[src/rtl/req_gnt_pkg.sv]
// rtl/req_gnt_pkg.sv - shared types and helpers for the req/gnt delay generator
// Purpose: pipe entry type and count-width helper.
// Contents:
//   RG_ID_W     default request/grant ID width
//   rg_entry_t  one pipe stage: {vld, id}
//   rg_cnt_w()  width needed to count 0..max_out
package req_gnt_pkg;

  localparam int RG_ID_W = 4;

  typedef struct packed {
    logic               vld;
    logic [RG_ID_W-1:0] id;
  } rg_entry_t;

  function automatic int rg_cnt_w(input int max_out);
    return (max_out < 1) ? 1 : $clog2(max_out + 1);
  endfunction

endpackage

[src/rtl/rg_delay_pipe.sv]
// rtl/rg_delay_pipe.sv - fixed-latency shift register of rg_entry_t
// Purpose: delays each entry by exactly DEPTH clocks, never reordering.
// Ports:
//   clk      in   clock, posedge
//   rst_n    in   async active-low reset, clears every stage
//   i_entry  in   entry loaded into stage 0 every edge
//   o_entry  out  registered content of the last stage
module rg_delay_pipe
  import req_gnt_pkg::*;
#(
  parameter int DEPTH = 3
) (
  input  logic      clk,
  input  logic      rst_n,
  input  rg_entry_t i_entry,
  output rg_entry_t o_entry
);

  rg_entry_t r_stage [DEPTH];

  always_ff @(posedge clk or negedge rst_n) begin
    if (!rst_n) begin
      for (int i = 0; i < DEPTH; i++) begin
        r_stage[i] <= '0;
      end
    end else begin
      r_stage[0] <= i_entry;
      for (int i = 1; i < DEPTH; i++) begin
        r_stage[i] <= r_stage[i-1];
      end
    end
  end

  assign o_entry = r_stage[DEPTH-1];

endmodule

[src/rtl/req_gnt_delay_gen.sv]
// rtl/req_gnt_delay_gen.sv - fixed-latency grant generator with intake throttling
// Purpose: each accepted request returns a one-cycle grant GNT_DELAY clocks
//   later carrying the request ID; in-flight count is limited to MAX_OUT and
//   rejected requests are counted in a saturating counter.
// Ports:
//   clk          in   clock, posedge
//   rst_n        in   async active-low reset
//   req          in   request, sampled at posedge clk
//   req_id       in   ID qualified by req
//   req_rdy      out  combinational: a req this cycle is accepted
//   gnt          out  registered grant pulse
//   gnt_id       out  ID of the granted request, 0 when gnt=0
//   outstanding  out  number of in-flight requests
//   drop_cnt     out  saturating count of rejected requests
//   busy         out  outstanding != 0
// Build option: define RGD_SVA_EN to embed protocol assertions.
module req_gnt_delay_gen
  import req_gnt_pkg::*;
#(
  parameter int GNT_DELAY = 3,
  parameter int MAX_OUT   = 3,
  parameter int ID_W      = RG_ID_W,
  parameter int DROP_W    = 8
) (
  input  logic                          clk,
  input  logic                          rst_n,
  input  logic                          req,
  input  logic [ID_W-1:0]               req_id,
  output logic                          req_rdy,
  output logic                          gnt,
  output logic [ID_W-1:0]               gnt_id,
  output logic [rg_cnt_w(MAX_OUT)-1:0]  outstanding,
  output logic [DROP_W-1:0]             drop_cnt,
  output logic                          busy
);

  localparam int CNT_W = rg_cnt_w(MAX_OUT);
  // With as many slots as pipe stages the pipe itself is the limit, so
  // intake can never be blocked.
  localparam bit NEVER_FULL = (MAX_OUT >= GNT_DELAY);

  rg_entry_t          w_in_entry;
  rg_entry_t          w_out_entry;
  logic               w_retire;
  logic               w_accept;
  logic               w_drop;
  logic [CNT_W-1:0]   r_outstanding;
  logic [DROP_W-1:0]  r_drop_cnt;

  assign w_retire = w_out_entry.vld;

  // A retiring grant frees its slot in the same cycle it leaves.
  generate
    if (NEVER_FULL) begin : g_rdy_const
      assign req_rdy = 1'b1;
    end else begin : g_rdy_limit
      assign req_rdy = (r_outstanding < CNT_W'(MAX_OUT)) || w_retire;
    end
  endgenerate

  assign w_accept = req && req_rdy;
  assign w_drop   = req && !req_rdy;

  // Unaccepted cycles push an empty bubble; the ID is not stored.
  assign w_in_entry.vld = w_accept;
  assign w_in_entry.id  = w_accept ? req_id : '0;

  rg_delay_pipe #(
    .DEPTH (GNT_DELAY)
  ) u_pipe (
    .clk     (clk),
    .rst_n   (rst_n),
    .i_entry (w_in_entry),
    .o_entry (w_out_entry)
  );

  always_ff @(posedge clk or negedge rst_n) begin
    if (!rst_n) begin
      r_outstanding <= '0;
      r_drop_cnt    <= '0;
    end else begin
      case ({w_accept, w_retire})
        2'b10:   r_outstanding <= r_outstanding + 1'b1;
        2'b01:   r_outstanding <= r_outstanding - 1'b1;
        default: r_outstanding <= r_outstanding;
      endcase
      if (w_drop && (r_drop_cnt != '1)) begin
        r_drop_cnt <= r_drop_cnt + 1'b1;
      end
    end
  end

  assign gnt         = w_out_entry.vld;
  assign gnt_id      = w_out_entry.id;
  assign outstanding = r_outstanding;
  assign drop_cnt    = r_drop_cnt;
  assign busy        = (r_outstanding != '0);

`ifdef RGD_SVA_EN
  property p_accept_gets_gnt;
    @(posedge clk) disable iff (!rst_n)
      (req && req_rdy) |-> ##GNT_DELAY (gnt && gnt_id == $past(req_id, GNT_DELAY));
  endproperty

  property p_gnt_has_accept;
    @(posedge clk) disable iff (!rst_n)
      gnt |-> $past(req && req_rdy, GNT_DELAY);
  endproperty

  property p_outstanding_limit;
    @(posedge clk) disable iff (!rst_n)
      outstanding <= CNT_W'(MAX_OUT);
  endproperty

  a_accept_gets_gnt: assert property (p_accept_gets_gnt)
    else $error("accepted request did not receive its grant");
  a_gnt_has_accept: assert property (p_gnt_has_accept)
    else $error("grant without a matching accepted request");
  a_outstanding_limit: assert property (p_outstanding_limit)
    else $error("outstanding exceeds MAX_OUT");
`endif

endmodule

[config.mk]
export PLATFORM = sky130hd
export DESIGN_NAME = req_gnt_delay_gen
export DESIGN_NICKNAME = d
export VERILOG_FILES = /design/src/rtl/req_gnt_pkg.sv /design/src/rtl/rg_delay_pipe.sv /design/src/rtl/req_gnt_delay_gen.sv
export SDC_FILE = /design/constraint.sdc
export NUM_CORES = 1
export LEC_CHECK = 0
export CORE_UTILIZATION = 36
export CTS_CLUSTER_DIAMETER = 40
export DETAILED_ROUTE_END_ITERATION = 6
export GPL_ROUTABILITY_DRIVEN = 0
export PLACE_DENSITY = 0.69
export SYNTH_ARGS = -nofsm -noshare
export SYNTH_HDL_FRONTEND = slang
export SYNTH_SLANG_ARGS = --single-unit
[constraint.sdc]
create_clock -name clk -period 1.18 [get_ports clk]
set_clock_uncertainty 0.2 [all_clocks]
set_input_delay 0.118 -clock clk [delete_from_list [all_inputs] [get_ports clk]]
set_output_delay 0.118 -clock clk [all_outputs]
set_load 0.02 [all_outputs]
======== Yosys cells after proc, flatten, opt, wreduce, memory -nomap -nowiden ========
Cells that the tools add are included.
word-level totals
  register bits after elaboration ......... 17
cells by class
  add/subtract/negate cells ............... 2
  equality and inequality tests ........... 2
  muxes and demuxes ....................... 2
  reduce and logical (&&, ||, !) cells .... 2
operator list
  cell                 number
  $mux 4               1
  $pmux 2 s2           1
  $reduce_bool 2->1    2
  $add 2x1->2 const B  1
  $eq 2x1->1 const B   1
  $eq 2x2->1 const B   1
  $sub 2x1->2 const B  1

======== Depth between registers and ports, before layout ========
  depth in word-level cells ............... 2
  mapped depth ............................ 5

======== Cells and area by module ========
A second synthesis with hierarchy kept.
second synthesis, totals
  cells, all modules ...................... 44
  area, all modules ....................... 615.6 um^2
modules (own cells, without submodules)
  module             instances  cells an instance  area an instance (um^2)  seq. area each (um^2)
  rg_delay_pipe      1          20                 412.9                    375.4
  req_gnt_delay_gen  1          24                 202.7                    50.0

======== Least setup slack after synthesis ========
No wires, ideal clock.
  path type ............................... reg2reg
  from .................................... register u_pipe.r_stage (netlist bit u_pipe.o_entry[4])
  to ...................................... register r_outstanding[1], in the netlist outstanding[1]
  data arrival time ....................... 1017 ps
  required time ........................... 900 ps
  setup slack ............................. -116 ps
  stages on the path, launching flop included .. 4
  cells stage by stage .................... dfrtp_1 > ha_1 > nor2_1 > xor2_1
on the way
  longest elaborated chain between the ends .. 2
  elaborated cells on any way between the ends .. 4
  those cells by class .................... eq/ne (2); mux (1); reduce/logical (1)
ends and longest elaborated chain
  element                                          RTL line                 text
  start, declared                                  rg_delay_pipe.sv:19      rg_entry_t r_stage [DEPTH];
  start signal, assigned by index                  rg_delay_pipe.sv:29      r_stage[i] <= r_stage[i-1];
  $eq 2x1->1 or $eq 2x2->1 (tied branches)         req_gnt_delay_gen.sv:82  case ({w_accept, w_retire})
  $pmux 2 s2 or $reduce_bool 2->1 (tied branches)  -
  end signal, assigned                             req_gnt_delay_gen.sv:83  2'b10: r_outstanding <= r_outstanding + 1'b1;
  end signal, assigned                             req_gnt_delay_gen.sv:84  2'b01: r_outstanding <= r_outstanding - 1'b1;
  end signal, assigned                             req_gnt_delay_gen.sv:85  default: r_outstanding <= r_outstanding;
  end, declared                                    req_gnt_delay_gen.sv:47  logic [CNT_W-1:0] r_outstanding;
Parallel ways exist; a longest one is shown, timed or not.
A chain may end at the register's enable or synchronous reset.

======== Worst setup path in the final report ========
  from .................................... register r_outstanding[0], in the netlist outstanding[0]
  to ...................................... output port busy
on the way
  longest elaborated chain between the ends .. 1
ends and longest elaborated chain
  element            RTL line                 text
  $reduce_bool 2->1  req_gnt_delay_gen.sv:97  assign busy = (r_outstanding != '0);
  end, declared      req_gnt_delay_gen.sv:34  output logic busy
No other way between the ends.

==> impl_results.rst <==
.. list-table::
   :header-rows: 1

   * - Metric
     - Value
   * - Outcome
     - complete, but fails checks
   * - Violated checks
     - setup timing
   * - Final slew viol count
     - 0
   * - Clock latency on the worst-skew pair
     - 280 ps
   * - Yosys reg bits
     - 17
   * - Worst hold slack
     - 152 ps
   * - Post-detailed-routing wire length
     - 608 um
   * - Clock sink count
     - 17
   * - Sequential element share of the synthesized area
     - 0.700
   * - Tmin final
     - 1340 ps
   * - Path type of the worst setup path
     - flip-flop to output port
   * - Final critical-path setup slack
     - -164 ps
   * - Number of optimization iterations in the first detailed-route pass
     - 1
   * - Req. time, crit path
     - 860 ps
   * - Core Util, Final
     - 0.497
   * - Max Fclk
     - 0.744 GHz
   * - Most frequent cells in the layout
     - sky130_fd_sc_hd__dfrtp_1 (16), sky130_fd_sc_hd__conb_1 (9), sky130_fd_sc_hd__clkdlybuf4s50_1 (6)
   * - Part of the power in registers
     - 0.473
   * - Depth of the critical timing path with buffers and inverters included
     - 2
   * - Setup repair after global routing missed its margin
     - yes
   * - Final Instance Area
     - 766 um2
   * - Internal power component
     - 1.00 mW
   * - Syn Std Cell Area
     - 608 um2
   * - Filler-free cell count of the finished design
     - 76
   * - Via/cell ratio
     - 3.67
   * - Crit path max-delay family
     - flip-flops
   * - Switching pwr
     - 0.409 mW
   * - WP data arrival
     - 1030 ps
   * - Post-placement cell area
     - 741 um2
   * - Switching share of total power
     - 0.291
   * - Number of top-level pins
     - 24
   * - Net total in the final layout
     - 69
   * - Total power divided by cell area
     - 1840 mW/mm2
   * - Yosys warns
     - 0
   * - Pin count of the biggest net entering global routing
     - 18
   * - All-Layer GR Usage
     - 0.0827
   * - Number of remaining DRC errors
     - 0
   * - Buffer count from post-CTS setup fixing
     - 0
   * - Portion of the clock cycle consumed by the worst path in the final layout
     - 1.14
   * - Die H
     - 43.1 um
   * - Post-route antenna net violation count
     - 0
   * - Port-buffer cells
     - 14
   * - Crit path launch
     - outstanding[0]
   * - Count of different cell masters after synthesis
     - 10
   * - Hold Path Stages
     - 0
   * - Startpoint of the lowest-slack register-to-register path
     - u_pipe.o_entry[4]
   * - Mean instance size in the synthesized netlist
     - 14.1 um2
   * - Half-perimeter wire length of the detailed placement result
     - 466 um
   * - Power Total
     - 1.41 mW
   * - Cell count after placement
     - 71
   * - Antenna cell count
     - 0
   * - Cell leakage power
     - 0.382 nW
   * - Wire length per cell after detailed routing
     - 8.00 um
   * - Combinational cell fraction of total power
     - 0.312
   * - Max-cap viol count
     - 0
   * - Global-route congestion overflow total
     - 0
   * - Worst setup timing slack at the placement stage
     - -334 ps
   * - List of cells traversed by the critical path
     - or2_1 -> buf_6
   * - DR vias
     - 279
   * - Peak VDD IR
     - 0.776 mV
   * - Total clock buffers created by CTS
     - 3
   * - Capture point of the critical path
     - busy
   * - Class of the tightest hold or removal check
     - flip-flop to flip-flop
   * - Die Area
     - 0.00186 mm2
   * - Std-Cell Core Area
     - 0.00154 mm2
   * - Number of antenna violations at the first check in global routing
     - 0
   * - Reg-to-reg slack, setup
     - -70 ps
   * - Number of buffer and inverter stages on the critical path
     - 1
   * - Dominant cell type by area after synthesis
     - sky130_fd_sc_hd__dfrtp_1
   * - Number of hold violations in the final report
     - 0
   * - Vias in the first global route
     - 268
   * - First-pass GRT wire length
     - 1060 um
   * - Initial standard-cell utilization of the core
     - 0.394
   * - Sort of element at the end of the critical path
     - output port
   * - Worst r2r dst
     - outstanding[1]
   * - Number of cell rows
     - 14
   * - Top area cells in the synthesized netlist
     - sky130_fd_sc_hd__dfrtp_1 (70%), sky130_fd_sc_hd__buf_4 (16%), sky130_fd_sc_hd__and2_1 (4.1%), sky130_fd_sc_hd__xnor2_1 (2.9%), sky130_fd_sc_hd__ha_1 (2.1%)
   * - Share of the synthesized area in the top cell type
     - 0.700
   * - Reg clk slew, reported paths
     - 100 ps
   * - Worst R2R Path Depth
     - 4
   * - DRC marker count from the first detailed-route iteration
     - 0
   * - Total Neg Setup Slack
     - -369 ps
   * - Final number of setup-violating endpoints
     - 4
   * - Crit path largest cell delay
     - 380 ps
   * - CP max-delay cell
     - sky130_fd_sc_hd__dfrtp_1
   * - Type of element launching the critical path
     - flip-flop
   * - CTS H-tree depth
     - 1
   * - Most common cell after layout, fill and taps aside
     - sky130_fd_sc_hd__dfrtp_1
   * - TritonCTS clock tree
     - done
   * - Signed area change from the synthesized netlist to the final layout
     - 25.9%
   * - Buffers from clock root to sink, at most
     - 2
   * - Fraction of layout instances using a drive strength above 1
     - 0.300
   * - Peak fanout along the critical path
     - 2
   * - Horizontal extent of the die
     - 43.1 um
   * - Clk network pwr share
     - 0.215
   * - Cell chosen for the clock root
     - sky130_fd_sc_hd__clkbuf_4
   * - Mapped Cells
     - 43
[layer usage]
layer | wire length [um] | global-route usage
met1 | 260 | 0.0917
met2 | 294 | 0.116
met3 | 53 | 0.0383
met4 | 0 | 0.0727
met5 | 0 | 0
[synthesized netlist by cell type, drive strengths merged]
library cell / instances
and2: 4
or2: 1
xnor2: 2
xor2: 1
dfrtp: 17
conb: 2
nor2: 1
inv: 1
buf: 13
ha: 1
[cell type report]
| type | count | area [um2] |
|---|---|---|
| Fill cell | 146 | 776 |
| Sequential cell | 17 | 427 |
| Timing Repair Buffer | 19 | 165 |
| Multi-Input combinational cell | 19 | 120 |
| Clock buffer | 3 | 22.5 |
| Tap cell | 16 | 20.0 |
| Clock inverter | 1 | 7.51 |
| Inverter | 1 | 3.75 |
[worst min-delay path by stage]
stage	startpoint	endpoint	slack, ps
global route	u_pipe.r_stage[10]	u_pipe.r_stage[5]	170
detailed placement	u_pipe.r_stage[6]	u_pipe.o_entry[1]	130
CTS	u_pipe.r_stage[10]	u_pipe.r_stage[5]	150
floorplan	rst_n	outstanding[0]	-380
global placement	u_pipe.r_stage[5]	u_pipe.o_entry[0]	130
finish	u_pipe.r_stage[10]	u_pipe.r_stage[5]	150
[repair_timing]
item,CTS,global route
hold buffers,1,0
hold endpoints to repair,17,0
gates resized for setup,40,0
setup endpoints to repair,9,5
cloned,0,0
pin swaps,2,0
[sequential cells by signal, summed over array words and instances, names as in the netlist]
register / cells
u_pipe.r_stage: 10
u_pipe.o_entry: 5
outstanding: 2
[power groups by stage]
stage	combinational, mW	clock, mW	sequential, mW
detailed placement	0.428	0	0.680
global route	0.464	0.345	0.675
floorplan	0.170	0	0.743
global placement	0.421	0	0.676
CTS	0.445	0.315	0.668
finish	0.439	0.303	0.667
[cell families (layout without fill, tap and decap cells)]
kind of cell               after synthesis  in the layout  share of synthesized area
other                                    2              9                     0.0124
adders and majority gates                1              1                     0.0206
DFF                                     17             17                      0.700
xor gates and xnor gates                 3              3                     0.0432
buffers and inverters                   14             24                      0.167
and+or+nand+nor                          6              6                     0.0576
[worst reg2reg max path, cell delays in order, from the launching register on]
cell,delay [ps]
sky130_fd_sc_hd__dfrtp_2,440
sky130_fd_sc_hd__ha_4,160
sky130_fd_sc_hd__xnor2_1,130
sky130_fd_sc_hd__nor2_1,70
sky130_fd_sc_hd__xor2_1,160
No activity file was read; power rests on OpenSTA's default activity.
